`src/rtl/buma_cmp.sv`:
```
// buma_cmp: registered signed/unsigned A<B comparator, 1-cycle latency; EQ flag under BUMA_EQ_FLAG_EN
module buma_cmp #(
    parameter int WIDTH = 4
) (
    input  logic             clk,
    input  logic             reset,
    input  logic             in_valid,
    input  logic             mode,
    input  logic [WIDTH-1:0] A,
    input  logic [WIDTH-1:0] B,
`ifdef BUMA_EQ_FLAG_EN
    output logic             EQ,
`endif
    output logic             O,
    output logic             out_valid
);
    logic sign_diff;
    logic low_lt;
    logic lt;
    assign sign_diff = A[WIDTH-1] ^ B[WIDTH-1];
    assign low_lt = A[WIDTH-2:0] < B[WIDTH-2:0];
    // differing MSBs: signed picks the negative side (A MSB set), unsigned picks the smaller MSB (B MSB set)
    always_comb lt = sign_diff ? (mode ? B[WIDTH-1] : A[WIDTH-1]) : low_lt;
    // output registers: reset clears, accepted sample loads, idle cycle holds flags
    always_ff @(posedge clk) begin
        if (reset) begin
            O <= 1'b0;
            out_valid <= 1'b0;
        end else begin
            out_valid <= in_valid;
            if (in_valid) O <= lt;
        end
    end
`ifdef BUMA_EQ_FLAG_EN
    // equality flag shares the enable and reset of O, independent of mode
    always_ff @(posedge clk) begin
        if (reset) EQ <= 1'b0;
        else if (in_valid) EQ <= (A == B);
    end
`endif
endmodule

```
`config.mk`:
```
export PLATFORM = sky130hd
export DESIGN_NAME = buma_cmp
export DESIGN_NICKNAME = d
export VERILOG_FILES = /design/src/rtl/buma_cmp.sv
export SDC_FILE = /design/constraint.sdc
export NUM_CORES = 1
export LEC_CHECK = 0
export ABC_AREA = 1
export CAP_MARGIN = 20
export CORE_AREA = 2 2 39 41
export CTS_BUF_LIST = sky130_fd_sc_hd__clkbuf_16
export DETAILED_ROUTE_END_ITERATION = 6
export DIE_AREA = 0 0 41 43
export PLACE_DENSITY = 0.47
export SKIP_CTS_REPAIR_TIMING = 1
export SLEW_MARGIN = 0
export SYNTH_ARGS = -nofsm -noshare
export SYNTH_HDL_FRONTEND = slang
export SYNTH_SLANG_ARGS = --single-unit
```
`constraint.sdc`:
```
create_clock -name clk -period 1.65 [get_ports clk]
set_input_delay 0.33 -clock clk [delete_from_list [all_inputs] [get_ports clk]]
set_output_delay 0.33 -clock clk [all_outputs]
set_load 0.1 [all_outputs]
```
Word level (Yosys, flattened, before mapping)
Index checks and enable logic that the tools add are counted.

Flip-flop bits (word level): 2. Bits of input ports: 12. Output and inout bits: 2. Word-level logic and storage cells: 6.

Order comparisons: 1. Multiplexer cells: 2. Bitwise gates (word level): 1.

Operators with widths (count): 3-bit less-than comparator (1); 1-bit 2-to-1 mux (2); 1-bit bitwise XOR (1).

Logic depth before layout (Yosys ltp)
Word-level depth: 2. Gate-level depth with buffers: 7. Depth with buffers taken out: 7.

Worst setup path after synthesis
OpenSTA, ideal clock, no wires.

Path type: register to register. From: reg O (netlist name). To: reg O. Library setup time: 68 ps. Arrival time: 1228 ps. Required time: 1582 ps. Setup slack: 355 ps. Cell stages (with the launch flop): 3. Path buffers: 0. Period minus slack after synthesis: 1295 ps. Path through: dfxtp_1 -> o21bai_1 -> a21oi_2.

RTL lines: end signal, assigned (RTL line 31) `if (in_valid) O <= lt;`; end, declared (RTL line 14) `output logic O,`.

Final worst setup path
From: in B[2]. To: reg O.

Word-level cells in the longest chain between the ends: 2.

RTL lines: start, declared (RTL line 10) `input logic [WIDTH-1:0] B,`; 3-bit less-than comparator (RTL line 21) `assign low_lt = A[WIDTH-2:0] < B[WIDTH-2:0];`; 1-bit 2-to-1 mux (RTL line 23) `always_comb lt = sign_diff ? (mode ? B[WIDTH-1] : A[WIDTH-1]) : low_lt;`.

Every way passes these cells. A chain may end at the register's enable or synchronous reset.

==> results list <==
* Status: completed
- Final net count: 60
- Routed WL per cell: about 6.2 µm
- Switching component of the power: approximately 0.10 mW
- Worst-path maximum fanout: 2
- For the pin with the worst max-slew slack, the measured transition is 152.6 ps.
- The number of clock buffers added by TritonCTS is 3.
- Of the total power, combinational logic draws 0.187.
- STA classifies the critical path startpoint as an input pin.
* Die outline width: about 41 µm
* Maximum number of pins on one net before global-route repair: 4
- The final-report hold violation count came to 0.
- Combined area of all synthesized cells: 186.4 µm²
- Buffers from clock root to sink, at most: 2
* Total nets after synthesis: 42
- For the final routed database, the setup TNS stands at 0 ps.
* Wire length of the first global-routing pass: 676 µm
* H-tree depth reported by CTS: 1
- Flip-flop and latch count after synthesis: 2
- In this run the clock root is driven by a sky130_fd_sc_hd__clkbuf_16.
- Fin crit share: 0.8027
- Routability-driven placement finished with a final weighted congestion of 0.5782.
- STA classifies the critical path endpoint as a register.
* Count of final setup violators: 0
* Int Pwr: 0.4093 mW
- In this run the worst hold path is classified as register to register.
* Post-Synthesis Mean Instance Area: around 6.7 µm²
* Total routing resource utilization after global routing: 0.06206
* Post-synth top area share: 0.2148
- Arrival time worst endpoint: 1480 ps
- The count of final max-slew check failures came to 0.
- Distinct cell type count after synthesis: 12
- The critical path in this run is classified as input pin to register.
- Worst-case vdd ir drop: 0.2602 mV
* First-pass iteration count of the detailed router: 1
- Total gr overflow: 0
* Sequential cell area: 40.04 µm²
- Power share of the sequential group: 0.107
- Achievable clock frequency: 755.0 MHz
* Number of cells in the finished layout apart from fillers: 60
* Cell Pwr Density: between 1000 and 1500 mW/mm²
- The number of antenna violations at the first check in global routing came to 0.
- For the worst setup path, the data required time is 1810 ps.
* Initial Util: 0.1347
- Clk pwr share: 0.705
- The repair_antennas step left the layout with diodes totalling 0.
* Layout cell share with drive strength beyond 1: 0.2045
- Sequential cell area fraction in the yosys report: 0.2148
- The multi-input combinational cells in the finished layout cover a total of 116.4 µm².
- Area growth syn-to-layout: 131.5%
- Total placed cells including tap cells: 57
- Max Cap Violations: 0
- For the final database, setup skew stands at 0 ps.
- The layout has approximately 150 filler cells.
* TritonCTS sink count: 2
- The synthesized design spends more area on one cell type than any other, namely sky130_fd_sc_hd__dfxtp_1.
- Chip Height: 43 µm
* Sw Ratio: 0.2028
* Floorplan Core Area: roughly 0.0014 mm²
- Summing internal, switching and leakage power gives 0.5135 mW.
- Across all layers, the routed design uses 212 vias.
* Drc violations: 0
* Worst slew margin: 0.8981
* Final antenna-violating net count: 0
- For the worst-skew pair, the clock arrives at the later sink with an insertion delay of 220 ps.
* Number of warnings issued by yosys: 0
- Final wirelength: 373 µm
- Leading cell types in the layout, fill and taps excluded: sky130_fd_sc_hd__clkdlybuf4s50_1, sky130_fd_sc_hd__inv_1, sky130_fd_sc_hd__nand2_1
- Worst-path clk slew: 30 ps
* Synthesized instance count: 28
* Number of global-route vias before repair: 203
- Top-Level Pins: 14
* Clock tree from TritonCTS: done
- Leading cell type in the layout, fill and taps excluded: sky130_fd_sc_hd__clkdlybuf4s50_1
* I/O Buffers: 13
- HPWL after detailed placement: 315.9 µm
- After floorplanning, the core was divided into 14 placement rows.
- Via-to-Cell Ratio: 3.533
- The die covers 0.001763 mm².
- In this run the static leakage power is 0.2112 nW.
- In the post-synthesis netlist, the biggest area contributors are sky130_fd_sc_hd__dfxtp_1, sky130_fd_sc_hd__inv_1, sky130_fd_sc_hd__nand2_1, sky130_fd_sc_hd__ha_1, sky130_fd_sc_hd__a21oi_4.
- Setup repair after global routing left no endpoint under its margin.
- For the finished layout, the period the worst path requires is approximately 1300 ps.
- For this block, the initial DRC count from the detailed router was 0.
==> path summary, 6_finish.rpt <==
kind,cells past startpoint,startpoint,slack (ps),endpoint
setup reg to reg,2,O,1000,O
hold reg to reg,2,O,580,O
setup / recovery,8,B[2],330,O
hold / removal,2,O,580,O
==> synth_stat cells <==
library cell               n
sky130_fd_sc_hd__inv_1     7
sky130_fd_sc_hd__nand2_1   7
sky130_fd_sc_hd__nor2_1    3
sky130_fd_sc_hd__dfxtp_1   2
sky130_fd_sc_hd__ha_1      2
sky130_fd_sc_hd__a21oi_2   1
sky130_fd_sc_hd__a21oi_4   1
sky130_fd_sc_hd__clkinv_1  1
sky130_fd_sc_hd__nand2_2   1
sky130_fd_sc_hd__nand3_1   1
sky130_fd_sc_hd__nand3_2   1
sky130_fd_sc_hd__o21bai_1  1
==> per-layer routing <==
layer  share of wire  track usage
met5               0            0
met4           0.027      0.08000
met3            0.15      0.03665
met2            0.41      0.07813
met1            0.41      0.05732
==> stage by stage <==
step	utilization	setup slack, ps	hold slack [ps]	instance area (µm²)
floorplan	-	354.8	401.2	186.4
global placement	0.2577	88.24	582.8	356.6
detailed placement	0.2577	90.05	577.7	356.6
CTS	0.3119	309.4	581.3	431.7
global route	0.3119	214.0	627.4	431.7
finish	0.3119	325.5	577.8	431.7
==> critical path, stage by stage <==
cell,delay [ps]
sky130_fd_sc_hd__clkdlybuf4s50_1,450
sky130_fd_sc_hd__inv_1,40
sky130_fd_sc_hd__ha_1,310
sky130_fd_sc_hd__nand2_1,80
sky130_fd_sc_hd__inv_1,30
sky130_fd_sc_hd__nand2_1,60
sky130_fd_sc_hd__nand3_2,60
sky130_fd_sc_hd__a21oi_2,120
==> final cells by class <==
| cell class | count | area share |
|---|---|---|
| multi-input cells | 18 | 0.2696 |
| well taps | 16 | 0.04638 |
| clock buffers | 3 | 0.1739 |
| repair buffers | 13 | 0.3478 |
| flip-flops and latches | 2 | 0.09275 |
| inverters | 8 | 0.06957 |
==> state kept, by name (all words and copies together), names as in the netlist <==
register	count
O	1
out_valid	1
==> cell families (layout without fill, tap and decap cells) <==
kind of cell             after synthesis  count (layout)  share of synthesized area
AO/OA/AOI/OAI                          3               3                     0.1745
adder cells (fa/ha/maj)                2               2                     0.1342
buffers and inverters                  8              24                     0.1611
flip-flops                             2               2                     0.2148
AND/OR/NAND/NOR                       13              13                     0.3155
==> power by group through the flow <==
stage	clock network [mW]	registers (mW)	logic (mW)
after CTS	0.366	0.0551	0.0976
after detailed placement	0	0.0558	0.0974
final	0.362	0.0551	0.0962
after global routing	0.369	0.0554	0.106
after global placement	0	0.0556	0.0972
after floorplan	0	0.0776	0.0294
Power figures use the tool's default switching activity.
